### src/rtl/debug_dump_sequencer.sv
// debug_dump_sequencer
//
// Walks the MIPS debug state after halt/step and streams it to the UART:
// first the PC, then CANT_REGS register words, then CANT_MEM_DATOS data-memory
// words. Each LEN-bit word goes out as LEN/LEN_DATA bytes, MSB first.
//
// Ports
//   clk                in   system clock (shared with recolector and uart)
//   reset              in   asynchronous, active-low reset
//   start              in   one-cycle dump request, sampled only in IDLE
//   abort              in   cancels a dump in progress (no done pulse)
//   pc                 in   MIPS PC, captured when start is accepted
//   recolector_data    in   word currently selected by the recolector
//   tx_done            in   uart byte-transmitted tick
//   restart_recolector out  pulse: recolector address back to 0
//   send_regs          out  level: 1 = recolector selects registers, 0 = memory
//   enable_next        out  pulse: recolector address +1
//   tx_start           out  pulse: uart starts sending uart_data_out
//   uart_data_out      out  byte to transmit, stable from tx_start until tx_done
//   busy               out  1 whenever the sequencer is not IDLE
//   done               out  pulse after the last byte's tx_done
//   state_dbg          out  current FSM state encoding, for debug visibility
//
// UART handshake: tx_start is a one-cycle request that hands the byte on
// uart_data_out to the uart; the byte is held unchanged until the uart
// answers with a one-cycle tx_done. Only one byte is ever outstanding, and
// tx_done is only acted upon while waiting for it (WAIT_TX); a tick arriving
// in any other state is ignored.
module debug_dump_sequencer #(
    parameter int LEN            = 32,
    parameter int LEN_DATA       = 8,
    parameter int CANT_REGS      = 32,
    parameter int CANT_MEM_DATOS = 16,
    parameter int FETCH_WAIT     = 2
) (
    input  logic                clk,
    input  logic                reset,
    input  logic                start,
    input  logic                abort,
    input  logic [LEN-1:0]      pc,
    input  logic [LEN-1:0]      recolector_data,
    input  logic                tx_done,
    output logic                restart_recolector,
    output logic                send_regs,
    output logic                enable_next,
    output logic                tx_start,
    output logic [LEN_DATA-1:0] uart_data_out,
    output logic                busy,
    output logic                done,
    output logic [2:0]          state_dbg
);

    localparam int BYTES = LEN / LEN_DATA;
    localparam int BW    = (BYTES > 1) ? $clog2(BYTES) : 1;
    localparam int MAXW  = (CANT_REGS > CANT_MEM_DATOS) ? CANT_REGS : CANT_MEM_DATOS;
    localparam int WW    = (MAXW > 1) ? $clog2(MAXW) : 1;
    localparam int FWW   = (FETCH_WAIT > 1) ? $clog2(FETCH_WAIT) : 1;

    localparam logic [BW-1:0]  LAST_BYTE  = BW'(BYTES - 1);
    localparam logic [WW-1:0]  LAST_REG   = WW'(CANT_REGS - 1);
    localparam logic [WW-1:0]  LAST_MEM   = WW'(CANT_MEM_DATOS - 1);
    localparam logic [FWW-1:0] LAST_FETCH = FWW'(FETCH_WAIT - 1);

    typedef enum logic [2:0] {
        S_IDLE    = 3'd0,
        S_SEND    = 3'd1,
        S_WAIT_TX = 3'd2,
        S_ADVANCE = 3'd3,
        S_FETCH   = 3'd4,
        S_DONE    = 3'd5
    } state_t;

    typedef enum logic [1:0] {
        SEC_PC   = 2'd0,
        SEC_REGS = 2'd1,
        SEC_MEM  = 2'd2
    } section_t;

    state_t         state;
    state_t         state_nxt;
    section_t       section;
    logic [LEN-1:0] word_reg;
    logic [BW-1:0]  byte_cnt;
    logic [WW-1:0]  word_cnt;
    logic [FWW-1:0] fetch_cnt;

    // Decoded position inside the dump, shared by next-state and output logic.
    logic last_byte;
    logic last_reg_word;
    logic last_mem_word;

    assign last_byte     = (byte_cnt == LAST_BYTE);
    assign last_reg_word = (word_cnt == LAST_REG);
    assign last_mem_word = (word_cnt == LAST_MEM);

    // ------------------------------------------------------------------
    // State register
    // ------------------------------------------------------------------
    always_ff @(posedge clk or negedge reset) begin
        if (!reset) begin
            state <= S_IDLE;
        end else begin
            state <= state_nxt;
        end
    end

    // ------------------------------------------------------------------
    // Next-state logic. abort has priority over everything, including a
    // simultaneous start in IDLE.
    // ------------------------------------------------------------------
    always_comb begin
        state_nxt = state;
        if (abort) begin
            state_nxt = S_IDLE;
        end else begin
            case (state)
                S_IDLE: begin
                    if (start) begin
                        state_nxt = S_SEND;
                    end
                end
                S_SEND: begin
                    state_nxt = S_WAIT_TX;
                end
                S_WAIT_TX: begin
                    if (tx_done) begin
                        state_nxt = last_byte ? S_ADVANCE : S_SEND;
                    end
                end
                S_ADVANCE: begin
                    if (section == SEC_MEM && last_mem_word) begin
                        state_nxt = S_DONE;
                    end else begin
                        state_nxt = S_FETCH;
                    end
                end
                S_FETCH: begin
                    if (fetch_cnt == LAST_FETCH) begin
                        state_nxt = S_SEND;
                    end
                end
                S_DONE: begin
                    state_nxt = S_IDLE;
                end
                default: begin
                    state_nxt = S_IDLE;
                end
            endcase
        end
    end

    // ------------------------------------------------------------------
    // Datapath: word shift register, counters, section and send_regs level.
    // ------------------------------------------------------------------
    always_ff @(posedge clk or negedge reset) begin
        if (!reset) begin
            word_reg  <= '0;
            byte_cnt  <= '0;
            word_cnt  <= '0;
            fetch_cnt <= '0;
            section   <= SEC_PC;
            send_regs <= 1'b0;
        end else if (abort) begin
            send_regs <= 1'b0;
        end else begin
            case (state)
                S_IDLE: begin
                    if (start) begin
                        word_reg <= pc;
                        section  <= SEC_PC;
                        byte_cnt <= '0;
                    end
                end
                S_WAIT_TX: begin
                    // The byte on the wire is always the top slice of word_reg,
                    // so moving to the next byte is a left shift.
                    if (tx_done && !last_byte) begin
                        word_reg <= word_reg << LEN_DATA;
                        byte_cnt <= byte_cnt + 1'b1;
                    end
                end
                S_ADVANCE: begin
                    fetch_cnt <= '0;
                    case (section)
                        SEC_PC: begin
                            section   <= SEC_REGS;
                            send_regs <= 1'b1;
                            word_cnt  <= '0;
                        end
                        SEC_REGS: begin
                            if (last_reg_word) begin
                                section   <= SEC_MEM;
                                send_regs <= 1'b0;
                                word_cnt  <= '0;
                            end else begin
                                word_cnt <= word_cnt + 1'b1;
                            end
                        end
                        SEC_MEM: begin
                            if (!last_mem_word) begin
                                word_cnt <= word_cnt + 1'b1;
                            end
                        end
                        default: begin
                            section <= SEC_PC;
                        end
                    endcase
                end
                S_FETCH: begin
                    // recolector_data is only trusted on the final wait cycle.
                    if (fetch_cnt == LAST_FETCH) begin
                        word_reg <= recolector_data;
                        byte_cnt <= '0;
                    end else begin
                        fetch_cnt <= fetch_cnt + 1'b1;
                    end
                end
                S_DONE: begin
                    send_regs <= 1'b0;
                end
                default: begin
                end
            endcase
        end
    end

    // ------------------------------------------------------------------
    // Outputs. All are decoded from registered state, so an asynchronous
    // reset drives them to 0 immediately.
    // ------------------------------------------------------------------
    always_comb begin
        tx_start           = 1'b0;
        restart_recolector = 1'b0;
        enable_next        = 1'b0;
        done               = 1'b0;
        uart_data_out      = '0;
        busy               = (state != S_IDLE);
        state_dbg          = state;
        case (state)
            S_SEND: begin
                tx_start      = 1'b1;
                uart_data_out = word_reg[LEN-1 -: LEN_DATA];
            end
            S_WAIT_TX: begin
                uart_data_out = word_reg[LEN-1 -: LEN_DATA];
            end
            S_ADVANCE: begin
                // Section changes rewind the recolector; words within a
                // section step it forward. The final memory word does neither.
                if (section == SEC_PC) begin
                    restart_recolector = 1'b1;
                end else if (section == SEC_REGS) begin
                    if (last_reg_word) begin
                        restart_recolector = 1'b1;
                    end else begin
                        enable_next = 1'b1;
                    end
                end else if (section == SEC_MEM) begin
                    if (!last_mem_word) begin
                        enable_next = 1'b1;
                    end
                end
            end
            S_DONE: begin
                done = 1'b1;
            end
            default: begin
            end
        endcase
    end

endmodule

### config.mk
export PLATFORM = sky130hd
export DESIGN_NAME = debug_dump_sequencer
export DESIGN_NICKNAME = d
export VERILOG_FILES = /design/src/rtl/debug_dump_sequencer.sv
export SDC_FILE = /design/constraint.sdc
export NUM_CORES = 1
export LEC_CHECK = 0
export ABC_AREA = 1
export CORE_MARGIN = 2
export CORE_UTILIZATION = 40
export DETAILED_ROUTE_END_ITERATION = 16
export PLACE_DENSITY_LB_ADDON = 0.05
export SYNTH_ARGS = -nofsm -noshare
export SYNTH_HDL_FRONTEND = slang
export SYNTH_SLANG_ARGS = --single-unit
### constraint.sdc
create_clock -name clk -period 2.4 [get_ports clk]
set_clock_uncertainty 0.2 [all_clocks]
set_input_delay 0.48 -clock clk [delete_from_list [all_inputs] [get_ports clk]]
set_output_delay 0.48 -clock clk [all_outputs]
set_load 0.01 [all_outputs]
* Word-level counts from Yosys, hierarchy flattened *
Cells that the tools add are included.
Widths: inputs -> output; s select.

cells by class
  $add $sub $neg = 3
  multiply operators = 0
  divide/modulo/power cells = 0
  order comparisons = 0
  equal/unequal tests = 21
  shifts and indexed selects = 0
  muxes and demuxes = 40
  bitwise logic cells = 1
  reduce and logical (&&, ||, !) cells = 18

operators by type and width
  operator             count
  $mux 32              3
  $pmux 32 s3          1
  $mux 1               16
  $pmux 3 s5           1
  $pmux 5 s3           1
  $mux 3               4
  $ne 3x3->1 const B   4
  $pmux 2 s3           2
  $reduce_bool 3->1    4
  $mux 2               5
  $mux 5               2
  $ne 2x2->1 const B   5
  $reduce_and 5->1     2
  $mux 8               1
  $ne 4x4->1 const B   2
  $eq 3x2->1 const B   2
  $eq 3x3->1 const B   2
  $pmux 1 s2           3
  $reduce_and 3->1     2
  $add 5x1->5 const B  1
  $eq 5x4->1 const B   1
  $eq 5x5->1 const B   1
  $eq 2x2->1 const B   2
  $pmux 2 s2           1
  other kinds (13)     15

word-level totals
  flip-flop bits (word level) = 46
  bits in latches = 0
  bits in writable memories = 0
  memory bits (read-only) = 0
  input port bits = 69
  output and inout bits = 17
  logic and storage cells = 90
  memories kept = 0

* Logic depth before layout (Yosys ltp) *
  word-level depth = 6
  depth in mapped cells = 11
  depth with buffers taken out = 11

* Worst setup path after synthesis *
No wires, ideal clock.

  path kind = register to output
  start = register word_cnt[0]
  end = output port enable_next
  arrival = 1.260 ns
  data required time = 1.720 ns
  setup slack = 0.460 ns
  stages on the path, launching flop included = 7
  buffers on the path = 0
  path through = dfrtp_1 > ha_1 > inv_1 > nor3_1 > ha_1 > a21oi_1 > and3_1

on the way
  cells in the longest elaborated chain, start to end = 6
  elaborated cells on any way between the ends = 8
  classes of those cells = eq/ne: 2; mux: 6

RTL lines
  item                    line  RTL
  from (decl)             84    logic [WW-1:0] word_cnt;
  from (signal assigned)  196   word_cnt <= word_cnt + 1'b1;
  from (signal assigned)  201   word_cnt <= word_cnt + 1'b1;
  $eq 5x4->1              94    assign last_mem_word = (word_cnt == LAST_MEM);
  $mux 1                  259   if (!last_mem_word) begin
  $mux 1                  258   end else if (section == SEC_MEM) begin
  $mux 1 (*)              252   end else if (section == SEC_REGS) begin
  $mux 1 (*)              250   if (section == SEC_PC) begin
  $mux 1 (*)              239   case (state)
  to (decl)               45    output logic enable_next,

Every way passes the cells marked *; elsewhere a longest branch is shown, timed or not.

* Worst setup path after layout *
Ends and elaborated chain as after synthesis.

==> results.md <==
- CP Capture Type: output pin
- Max cap viols: 0
- Status: complete, no violations
- Worst EP arrival: approximately 1.7 ns
- Synthesized area per cell: 6.91 µm²
- Routed Antenna Nets: 0
- Max Fclk: 0.426 GHz
- Fin. max-slew vios: 0
- Yosys warns: 0
- Initial DRC count: 122
- Vias: 2,840
- Core Region: 7140 µm²
- Startpoint class of the critical path: register
- Routed length per instance: 12.1 µm
- Final hold vios: 0
- Setup TNS Final: 0 ns
- Layout cells sized above 1: 0.103
- Synth Net Count: 499
- Register area share after synthesis: 0.396
- CTS Root Cell: clkbuf_8
- Setup CP Type: register to output pin
- Relative slew slack: 0.625
- FF+latch count, synth: 46
- Fin Hold WS: 0.276 ns
- H-tree level count: 2
- Via density: approximately 4.6
- Finished Layout Cells: a little over 600
- Diode count: 0
- Clock period minus worst slack: 2.35 ns
- Max FFs per register: 32
- I/O Buffers: 85
- Req. time, crit path: ~1.7 ns
- DIE HEIGHT: just under 90 µm
- Vias in the first global route: 2,631
- Clk_lat worst skew: 0.30 ns
- Setup violations, final: 0
- R2R Setup Slk: 0.32 ns
- Maximum fanout along the worst path: 2
- Finished Cell Area: 4020 µm²
- Post-layout nets: 591
- HPWL after DPL: 5080 µm
- Peak VDD IR: 268 µV
- Worst Max-Slew Pin Slew: 0.562 ns
- P&R area growth vs syn: 38.2%
- Clock Sinks: 46
- DP Area: 3850 µm²
- Initial Util: 0.408
- Pwr Density: 569 nW/µm²
- Placed cells: 599
- Hold Crit Depth: 2
- Drt first pass iters: 4
- Pin count of the biggest net entering global routing: 37
- Gr usage total: 0.189
- Mapped Cells: ~420
- Initial antenna violation count: 0
- Cell Rows: 31
- Syn Std Cell Area: 2910 µm²
- Num ports: 86
- Worst hold path type: register to register
- Register-to-Register Path Depth: 8
- CTS Buf Count: 5
- First-pass GRT wire length: between 10,000 and 15,000 µm
- Hold_sp: word_reg[30]
- R2r endpoint: word_reg[3]
- # DRC: 0
- Leak: ~0.0021 µW
- Gr ovfl total: 0
- Worst reg2reg startpoint: state_dbg[0]
- Die Wd: between 80 and 90 µm
- Routed WL: 7430 µm
- Worst-path clk slew: 0.09 ns
- Tcrit/Tclk final: 0.978
- GPL Wtd Cong: just over 0.8
- Distinct cell type count after synthesis: 27
- CTS Buffer Depth: 2
- End point of the worst hold path: word_reg[30]
- TritonCTS clock tree: yes
- Die area: 7970 µm²
[synthesized netlist by cell type]
master / instances / area share
nand2_1: 199 / 0.26
xor2_1: 1 / 0.0030
nor2_2: 1 / 0.0022
ha_1: 9 / 0.039
nand3_4: 2 / 0.012
buf_6: 6 / 0.023
a31o_2: 1 / 0.0030
nor2_1: 17 / 0.022
buf_2: 10 / 0.017
nor2_4: 3 / 0.012
o21a_1: 1 / 0.0026
and3_1: 1 / 0.0022
nand4_1: 3 / 0.0064
nand3_1: 64 / 0.11
o211ai_1: 1 / 0.0026
o21ai_0: 7 / 0.012
inv_2: 5 / 0.0064
a211oi_1: 1 / 0.0026
buf_4: 2 / 0.0052
o22ai_1: 1 / 0.0022
nor3_1: 1 / 0.0017
nand3_2: 3 / 0.010
a21oi_1: 2 / 0.0034
nand2_2: 1 / 0.0022
nand3b_2: 1 / 0.0039
inv_1: 32 / 0.041
dfrtp_1: 46 / 0.40
[cells in the final DEF (no fill, tap or decap), types with 2 or more instances in the layout]
| cell type | Yosys | routed |
|---|---|---|
| nand4_1 | 3 | 3 |
| nand3_1 | 64 | 64 |
| buf_4 | 2 | 16 |
| clkdlybuf4s50_1 | 0 | 74 |
| clkinv_2 | 0 | 2 |
| inv_2 | 5 | 6 |
| ha_2 | 0 | 2 |
| nand2_1 | 199 | 199 |
| dlygate4sd2_1 | 0 | 8 |
| ha_1 | 9 | 6 |
| dfrtp_1 | 46 | 45 |
| o21ai_0 | 7 | 6 |
| nand3_4 | 2 | 2 |
| nor2_4 | 3 | 3 |
| inv_1 | 32 | 30 |
| nand3_2 | 3 | 3 |
| buf_2 | 10 | 2 |
| clkbuf_8 | 0 | 5 |
| nor2_1 | 17 | 17 |
[critical path, stage by stage (launching register included)]
cell	delay, ns
dfrtp_1	0.40
ha_2	0.20
inv_2	0.08
nor3_4	0.04
buf_4	0.14
ha_4	0.15
o21ai_1	0.09
and3_1	0.14
buf_2	0.12
[per-stage QoR]
step           total power [µW]  utilization  setup WS (ns)
2_1_floorplan              1460            -          0.460
3_3_place_gp               1730        0.539        -0.0256
3_5_place_dp               1740        0.539        -0.0723
4_1_cts                    2310        0.559       0.000719
5_1_grt                    2460        0.564        -0.0671
6_report                   2290        0.564         0.0538
[kinds of logic after synthesis]
logic type / count (synthesis) / share of synthesized area
compound gates: 14 / 0.0284
xor+xnor: 1 / 0.00301
fa+ha+maj: 9 / 0.0387
buf+inv: 55 / 0.0933
flops: 46 / 0.396
simple gates: 296 / 0.441
[what timing repair did]
item	CTS	global route
gates resized for setup	22	5
hold buffers	1	0
endpoints found under the setup margin	10	3
pin swaps	2	3
buffers inserted	2	3
hold endpoints to repair	7	0
[report_power, final]
group / switching [µW] / internal [µW]
registers: 96.5 / 963
logic: 354 / 307
clock network: 262 / 307
total: 712 / 1580
[layer usage]
layer  GRT usage  routed length [µm]
met3      0.0351                 296
met1       0.247                3490
met5           0                   0
met4      0.0529                  57
met2       0.322                3580
[cell type report]
cell class / instances / area (µm²)
well taps: 99 / 124
multi-input cells: 320 / 1520
clock buffers: 5 / 68.8
inverters: 37 / 141
fillers: 724 / 3110
clock inverters: 3 / 40.0
repair buffers: 103 / 976
flip-flops and latches: 46 / 1150
[worst max path at each step]
| stage | cells after the start | startpoint | endpoint |
|---|---|---|---|
| after floorplan | 6 | word_cnt[0] | enable_next |
| after global placement | 7 | word_cnt[0] | enable_next |
| after detailed placement | 7 | word_cnt[0] | enable_next |
| after CTS | 8 | word_cnt[0] | enable_next |
| after global routing | 8 | word_cnt[0] | enable_next |
| final | 8 | word_cnt[0] | enable_next |
No activity file was read; power rests on OpenSTA's default activity.
